### config.mk
export PLATFORM = sky130hd
export DESIGN_NAME = command_parse_and_encapsulate_mcgc
export DESIGN_NICKNAME = d
export VERILOG_FILES = /design/src/rtl/command_parse_and_encapsulate_mcgc.sv
export SDC_FILE = /design/constraint.sdc
export NUM_CORES = 1
export LEC_CHECK = 0
export ABC_AREA = 1
export BUFFER_PORTS_ARGS = -buffer_cell sky130_fd_sc_hd__buf_2
export CORE_ASPECT_RATIO = 1.4
export CORE_MARGIN = 3
export CORE_UTILIZATION = 55
export CTS_BUF_LIST = sky130_fd_sc_hd__clkbuf_4
export DETAILED_ROUTE_END_ITERATION = 12
export PLACE_DENSITY = 0.92
export SYNTH_ARGS = -nofsm -noshare
export SYNTH_HDL_FRONTEND = slang
export SYNTH_SLANG_ARGS = --single-unit
### constraint.sdc
create_clock -name i_clk -period 3.8 [get_ports i_clk]
set_input_delay 0.57 -clock i_clk [delete_from_list [all_inputs] [get_ports i_clk]]
set_output_delay 0.57 -clock i_clk [all_outputs]
set_load 0.05 [all_outputs]
### src/rtl/command_parse_and_encapsulate_mcgc.sv
// Fixed-address command decoder for CH_NUM gate-control-list RAMs with read-response pipeline.
// Optional macro QGC_RD_ERR_RESP_EN: out-of-window fixed reads return an error response word.
module command_parse_and_encapsulate_mcgc #(
    parameter int ADDR_W    = 19,
    parameter int RAM_AW    = 10,
    parameter int RAM_DW    = 8,
    parameter int CH_NUM    = 2,
    parameter int BASE_ADDR = 0,
    parameter int RD_LAT    = 2
) (
    input  logic                       i_clk,
    input  logic                       i_rst_n,
    input  logic [ADDR_W-1:0]          iv_addr,
    input  logic                       i_addr_fixed,
    input  logic [31:0]                iv_wdata,
    input  logic                       i_wr,
    input  logic                       i_rd,
    output logic                       o_wr,
    output logic [ADDR_W-1:0]          ov_addr,
    output logic                       o_addr_fixed,
    output logic [31:0]                ov_rdata,
    output logic [RAM_AW-1:0]          ov_ram_addr,
    output logic [RAM_DW-1:0]          ov_ram_wdata,
    output logic [CH_NUM-1:0]          ov_ram_wr,
    output logic [CH_NUM-1:0]          ov_ram_rd,
    input  logic [CH_NUM*RAM_DW-1:0]   iv_ram_rdata,
    output logic [15:0]                ov_drop_cnt
);

    localparam int CH_W = (CH_NUM > 1) ? $clog2(CH_NUM) : 1;
    localparam int PL   = RD_LAT + 1;
    localparam logic [ADDR_W-1:0] BASE = ADDR_W'(BASE_ADDR);
    localparam logic [ADDR_W:0]   WIN  = (ADDR_W+1)'(CH_NUM) << RAM_AW;
`ifdef QGC_RD_ERR_RESP_EN
    localparam logic [31:0] ERR_WORD = 32'hDEAD_0BAD;
`endif

    function automatic logic [15:0] sat_inc(input logic [15:0] v);
        return (v == 16'hFFFF) ? v : v + 16'd1;
    endfunction

    logic [ADDR_W-1:0] w_off;
    logic              w_in_win;
    logic              w_hit;
    logic              w_hit_wr;
    logic              w_hit_rd;
    logic              w_drop;
    logic              w_issue;
    logic [CH_W-1:0]   w_ch;
    logic [CH_NUM-1:0] w_onehot;
    logic [RAM_DW-1:0] w_slice;
    logic [31:0]       w_resp;
    logic              w_unused;

    logic              r_iss_vld;
    logic [CH_W-1:0]   r_iss_ch;
    logic [ADDR_W-1:0] r_iss_addr;
    logic              r_vld_p  [PL];
    logic [CH_W-1:0]   r_ch_p   [PL];
    logic [ADDR_W-1:0] r_addr_p [PL];
`ifdef QGC_RD_ERR_RESP_EN
    logic              w_err_rd;
    logic              r_iss_err;
    logic              r_err_p  [PL];
`endif

    assign w_off    = iv_addr - BASE;
    assign w_in_win = (iv_addr >= BASE) && ({1'b0, w_off} < WIN);
    assign w_hit    = i_addr_fixed && w_in_win;
    assign w_ch     = w_off[RAM_AW +: CH_W];
    assign w_hit_wr = i_wr && w_hit;
    assign w_hit_rd = i_rd && !i_wr && w_hit;
    // A read coinciding with a write is lost even when both would hit.
    assign w_drop   = ((i_wr || i_rd) && !w_hit) || (i_wr && i_rd);
    assign w_unused = ^{iv_wdata, w_off};

`ifdef QGC_RD_ERR_RESP_EN
    assign w_err_rd = i_rd && !i_wr && i_addr_fixed && !w_in_win;
    assign w_issue  = w_hit_rd || w_err_rd;
`else
    assign w_issue  = w_hit_rd;
`endif

    always_comb begin
        w_onehot       = '0;
        w_onehot[w_ch] = 1'b1;
    end

    assign w_slice = iv_ram_rdata[r_ch_p[PL-1]*RAM_DW +: RAM_DW];

    always_comb begin
        w_resp              = '0;
        w_resp[RAM_DW-1:0]  = w_slice;
`ifdef QGC_RD_ERR_RESP_EN
        if (r_err_p[PL-1]) begin
            w_resp = ERR_WORD;
        end
`endif
    end

    always_ff @(posedge i_clk or negedge i_rst_n) begin
        if (!i_rst_n) begin
            ov_ram_wr    <= '0;
            ov_ram_rd    <= '0;
            ov_ram_addr  <= '0;
            ov_ram_wdata <= '0;
            ov_drop_cnt  <= '0;
            r_iss_vld    <= 1'b0;
            for (int i = 0; i < PL; i++) begin
                r_vld_p[i] <= 1'b0;
            end
            o_wr         <= 1'b0;
            o_addr_fixed <= 1'b0;
            ov_addr      <= '0;
            ov_rdata     <= '0;
        end else begin
            // Issue stage: RAM strobes one cycle after the command.
            ov_ram_wr    <= w_hit_wr ? w_onehot : '0;
            ov_ram_rd    <= w_hit_rd ? w_onehot : '0;
            ov_ram_addr  <= (w_hit_wr || w_hit_rd) ? w_off[RAM_AW-1:0] : '0;
            ov_ram_wdata <= w_hit_wr ? iv_wdata[RAM_DW-1:0] : '0;
            if (w_drop) begin
                ov_drop_cnt <= sat_inc(ov_drop_cnt);
            end
            r_iss_vld    <= w_issue;
            // Read-latency pipeline.
            r_vld_p[0]   <= r_iss_vld;
            for (int i = 1; i < PL; i++) begin
                r_vld_p[i] <= r_vld_p[i-1];
            end
            // Response stage: capture the selected channel's RAM data.
            o_wr         <= r_vld_p[PL-1];
            o_addr_fixed <= r_vld_p[PL-1];
            ov_addr      <= r_vld_p[PL-1] ? r_addr_p[PL-1] : '0;
            ov_rdata     <= r_vld_p[PL-1] ? w_resp : '0;
        end
    end

    always_ff @(posedge i_clk) begin
        r_iss_ch    <= w_ch;
        r_iss_addr  <= iv_addr;
        r_ch_p[0]   <= r_iss_ch;
        r_addr_p[0] <= r_iss_addr;
        for (int i = 1; i < PL; i++) begin
            r_ch_p[i]   <= r_ch_p[i-1];
            r_addr_p[i] <= r_addr_p[i-1];
        end
`ifdef QGC_RD_ERR_RESP_EN
        r_iss_err  <= w_err_rd;
        r_err_p[0] <= r_iss_err;
        for (int i = 1; i < PL; i++) begin
            r_err_p[i] <= r_err_p[i-1];
        end
`endif
    end

endmodule

== Word level (Yosys, flattened, before mapping) ==
Memories as Yosys holds them, arrays and structs flattened.
Index checks and enable logic that the tools add are counted.

* Add/sub/neg operators: 1
* Magnitude comparators: 4
* Equal/unequal tests: 1
* Shift operators: 1
* Multiplexer cells: 8
* Bitwise operators: 1
* Reduce and logical (&&, ||, !) cells: 14

{| class="wikitable"
|+ Operators with widths
! kind !! count
|-
| 19-bit by 1-bit greater-or-equal comparator with 1-bit output, second input constant || 1
|-
| 19-bit by 12-bit less-than comparator with 1-bit output, second input constant || 1
|-
| 19-bit 2-to-1 mux || 1
|-
| 16-bit by 1-bit adder with 16-bit output, second input constant || 1
|-
| 16-bit equality test, second input constant || 1
|-
| 8-bit 2-to-1 mux || 2
|-
| 16-bit by 5-bit indexed part select with 8-bit output || 1
|-
| 10-bit 2-to-1 mux || 1
|-
| 1-bit logical AND || 8
|-
| 2-bit 2-to-1 mux || 2
|-
| 1-bit logical OR || 3
|-
| 1-bit zero test || 2
|-
| 1-bit by 2-bit less-than comparator with 1-bit output, second input constant || 1
|-
| 2-bit AND reduction || 1
|-
| 1-bit demux with 1-bit select || 1
|-
| 1-bit greater-or-equal comparator, second input constant || 1
|-
| 1-bit 2-to-1 mux || 1
|-
| 1-bit NOT || 1
|}

* Register bits: 90
* Bits in writable memories: 60
* Input bits: 72
* Output and inout bits: 91
* Logic and storage cells: 46
* Memories: 2

{| class="wikitable"
|+ Memory list
! memory !! depth !! bits a word !! rd ports !! clocked after memory_dff !! write ports !! line !! text
|-
| r_addr_p || 3 || 19 || 3 || 0 || 3 || 60 || <nowiki>logic [ADDR_W-1:0] r_addr_p [PL];</nowiki>
|-
| r_ch_p || 3 || 1 || 3 || 0 || 3 || 59 || <nowiki>logic [CH_W-1:0] r_ch_p [PL];</nowiki>
|}

== Logic depth before layout (Yosys ltp) ==
* Word-level depth: 7
* Mapped depth: 9
* Depth with buffers taken out: 8

== Worst setup path after synthesis ==
OpenSTA, ideal clock, no wires.

* Path kind: flip-flop to flip-flop
* From: register ov_drop_cnt[0]
* To: register ov_drop_cnt[5]
* Library setup time: 118 ps
* Data arrival time: 1,756 ps
* Required time: 3,682 ps
* Slack: 1,926 ps
* Cell stages (with the launch flop): 10
* Buffers on the path: 1
* Clock period less this slack: 1,874 ps
* Cell sequence: dfrtp_1 -> ha_1 -> nand3_4 -> nor2_4 -> nand3_2 -> nor2_4 -> nor2_4 -> buf_6 -> nand2_1 -> nand2_1

* Longest elaborated chain between the ends: 3
* Elaborated cells on any way between the ends: 4
* Those cells by class: 1 x add/sub; 1 x eq/ne; 1 x bitwise; 1 x reduce/logical

{| class="wikitable"
|+ Ends and longest elaborated chain
! item !! line !! text
|-
| start, declared || 27 || <nowiki>output logic [15:0] ov_drop_cnt</nowiki>
|-
| start signal, assigned || 123 || <nowiki>ov_drop_cnt <= sat_inc(ov_drop_cnt);</nowiki>
|-
| parallel branches: the longest is 3 deep, another holds 16-bit by 1-bit adder with 16-bit output || -- ||
|}

Several ways; the timed one is not identified.
A chain may end at the register's enable or synchronous reset.

== Worst setup path after layout ==
* From: register ov_drop_cnt[2]
* To: output ov_drop_cnt[2]

No word-level cell between the ends.

==> flow_summary_export.csv <==
group,metric,value,unit
worst_setup_path,cp_top_family,"flip-flops",
worst_setup_path,cp.required,3.23,ns
drt,wirelength,8295,µm
power,p_switching,0.0008436,W
drt,drc_errors,0,
run,cap_violations,0,
cts,cts_sinks,146,
worst_hold_path,hold_depth,1,
timing,period_share,0.5018,
worst_setup_path,cp_slowest_cell,"dfrtp_1",
drt,vias_per_cell,4.526,
global_route,gr-max-usage-layer,"met2",
placement,pre_cts_ws,1.996,ns
worst_setup_path,worst_ep_arrival_time,1.34,ns
cts,cts_setup_buffers,0,
power,p_clk_frac,0.337,
synth,synth.cell_area,4611,µm²
worst_setup_path,start_kind,"flip-flop",
timing,tns,0,ns
global_route,grt_pass1_wl,13670,µm
timing,worst_slew_margin_rel,0.4260,
global_route,grt_pass1_vias,2900,
timing,setup_viol,0,
drt,ant_nets,0,
cts,cts-root-buf,"clkbuf_4",
worst_hold_path,hold_class,"in2reg",
timing,slew_violations,0,
die,fp.dieArea,9533,µm²
synth,ys_warn_count,0,
worst_setup_path,worstPathMaxFanout,6,
worst_setup_path,worstReg2RegEnd,"ov_drop_cnt[3]$_DFFE_PN0P_",
power,seqPwrFrac,0.557,
power,max-vdd-ir-drop,0.5823,mV
global_route,grt_util_all_layers,0.1852,
synth,synth_cells,423,
timing,hold_violations,0,
power,p_per_area,547.4,nW/µm²
power,power.internal,0.002153,W
timing,min_period,1.907,ns
worst_hold_path,hold_start,"iv_addr[13]",
final_layout,n_fill_cell,627,
cts,hold_buffers,0,
worst_setup_path,cp-end-kind,"output pin",
die,fp.dieW,83.38,µm
die,start_util,0.5807,
drt,dr.pass1.iters,4,
timing,worst_slew_pin_slew,0.8609,ns
worst_setup_path,slowest_delay,0.51,ns
outcome,status,"finished clean",
worst_setup_path,r2r.worst_path.cells,8,
cts,postCtsResizedCells,0,
synth,synth_seq_cells,146,
die,io_pins,163,
worst_hold_path,min_to,"r_iss_addr[13]$_DFF_P_",
timing,fmax,0.5244,GHz
final_layout,drive_gt1_frac,0.2852,
timing,rsz0062_at_grt,"false",
worst_setup_path,crit_chain,"buf_2",
cts,cts.htree.levels,4,
synth,syn_avg_cell_area,10.90,µm²
placement,place.gp.congestion,0.8167,
cts,cts-buffers-inserted,17,
placement,dp_hpwl,5849,µm
cts,clkLatencyLatePin,0.50,ns
drt,routedWlPerCell,12.53,µm
worst_setup_path,crit_type,"reg2out",
global_route,grt_overflow,0,
global_route,antenna_found_initial,1,
global_route,grt_start_max_net_pins,71,
timing,finClkSkew,0.01453,ns
cts,cts_tree,"done",
die,row_count,38,
synth,synthDistinctLibCells,27,
cts,clkTransAtPathRegs,0.12,ns
cts,cts.path.max_buffers,2,
global_route,use_met1,0.2034,
power,sw_frac_of_total,0.2815,
power,total_leakage_power,3.127,nW
die,coreArea,7940,µm²
power,comb_power_share,0.106,
timing,finalWorstSetupSlack,1.893,ns
final_layout,syn_to_final_growth,18.72,%
synth,ys_seq_area_frac,0.7099,
drt,vias,2996,
worst_setup_path,path_buf_inv,1,
global_route,gr-usage-met2,0.3191,
final_layout,final_nets,621,
worst_setup_path,r2r_slack,2.14,ns
die,die_h,114.3,µm
global_route,met3_usage,0.06551,
final_layout,final_util,0.6894,
placement,portBuffers,114,
worst_setup_path,r2r_start,"ov_drop_cnt[0]$_DFFE_PN0P_",
drt,drt_iter0_markers,101,
-- registers in the layout, indices dropped and copies added, names as in the netlist, 3 cells and up --
register and flops:
ov_addr 19, ov_ram_addr 10, ov_rdata 8, r_addr_p 55, r_vld_p 3, ov_ram_wdata 8, ov_drop_cnt 16, r_iss_addr 19
-- cell families after synthesis --
logic type,Yosys count,share of synthesized area
xor+xnor,10,0.01900
fa+ha+maj,1,0.002713
compound gates,11,0.01194
buf+inv,83,0.09308
simple gates,171,0.1626
flops,146,0.7099
other cells,1,0.0008133
-- cells in the final DEF (no fill, tap or decap), drive strengths merged --
cell / synthesis / routed
buf: 27 / 114
nand2: 98 / 98
dfxtp: 76 / 76
dfrtp: 70 / 70
nor2: 57 / 57
inv: 52 / 55
conb: 1 / 24
clkbuf: 4 / 17
o21ai: 11 / 11
nand3: 8 / 8
xnor2: 6 / 6
clkinv: 0 / 6
xor2: 4 / 4
clkinvlp: 0 / 3
bufinv: 0 / 3
nand4: 2 / 2
or2: 2 / 2
nor3: 2 / 2
diode: 0 / 1
nor3b: 1 / 1
nand3b: 1 / 1
ha: 1 / 1
-- cell type report --
cell class	instances	area [µm²]	share of cell area
timing repair buffer	114	573.1	0.1047
inverter	52	195.2	0.03566
sequential	146	3273	0.5979
clock inverter	15	182.7	0.03337
tap	100	125.1	0.02286
multi-input combinational	217	994.7	0.1817
clock buffer	17	127.6	0.02331
antenna	1	2.502	0.0004571
-- cells in the mapped netlist --
cell      instances  area (µm²)
nand4_1           2       12.51
buf_12            1       20.02
clkbuf_1          4       15.01
dfrtp_1          70        1752
nand3_4           2       35.03
nand2_1          91       341.6
dfxtp_1          76        1521
nor3_1            1       5.000
buf_6             1       11.26
nor2_2            1       6.260
ha_1              1       12.51
nand3_1           5       25.02
buf_4            25       187.7
nand2_2           7       43.79
nand3_2           1       10.01
nand3b_1          1       7.510
inv_1            52       195.2
or2_2             1       6.260
or2_0             1       6.260
conb_1            1       3.750
nor3_2            1       10.01
o21ai_0          11       55.05
xor2_1            4       35.03
nor2_4            3       33.78
nor2_1           53       198.9
xnor2_1           6       52.55
nor3b_1           1       7.510
-- power by group through the flow --
stage	logic, W	clock network (W)	registers, W
final	0.000318	0.00101	0.00167
after global routing	0.000339	0.00111	0.00168
after CTS	0.000321	0.00104	0.00167
after detailed placement	0.000320	0	0.00170
after global placement	0.000309	0	0.00169
after floorplan	0.000157	0	0.00179
-- how the worst max path moves through the flow --
stage                               start                    endpoint  slack [ns]  cells after the start
2_1_floorplan  ov_drop_cnt[0]$_DFFE_PN0P_  ov_drop_cnt[5]$_DFFE_PN0P_        1.93                      9
3_3_place_gp                  iv_addr[18]  ov_drop_cnt[9]$_DFFE_PN0P_        2.07                      8
3_5_place_dp                  iv_addr[18]    ov_ram_addr[8]$_DFF_PN0_        2.00                      7
4_1_cts        ov_drop_cnt[2]$_DFFE_PN0P_              ov_drop_cnt[2]        1.85                      1
5_1_grt        ov_drop_cnt[2]$_DFFE_PN0P_              ov_drop_cnt[2]        1.82                      1
6_report       ov_drop_cnt[2]$_DFFE_PN0P_              ov_drop_cnt[2]        1.89                      1
-- routing by layer --
metal	vias to the layer above	part of all wire
li1	1469	-
met5	-	0
met4	0	0.016
met2	118	0.54
met1	1399	0.38
met3	10	0.073
-- stage by stage --
| step | total power (W) | area [µm²] | hold WS (ns) | cells |
|---|---|---|---|---|
| after CTS | 0.003029 | 5472 | 0.1127 | 661 |
| after floorplan | 0.001943 | 4697 | 0.2744 | 446 |
| after detailed placement | 0.002022 | 5161 | 0.3121 | 629 |
| after global routing | 0.003125 | 5474 | 0.1091 | 662 |
| final | 0.002997 | 5474 | 0.1705 | 662 |
| after global placement | 0.002004 | 5161 | 0.3099 | 629 |
Power figures use the tool's default switching activity.
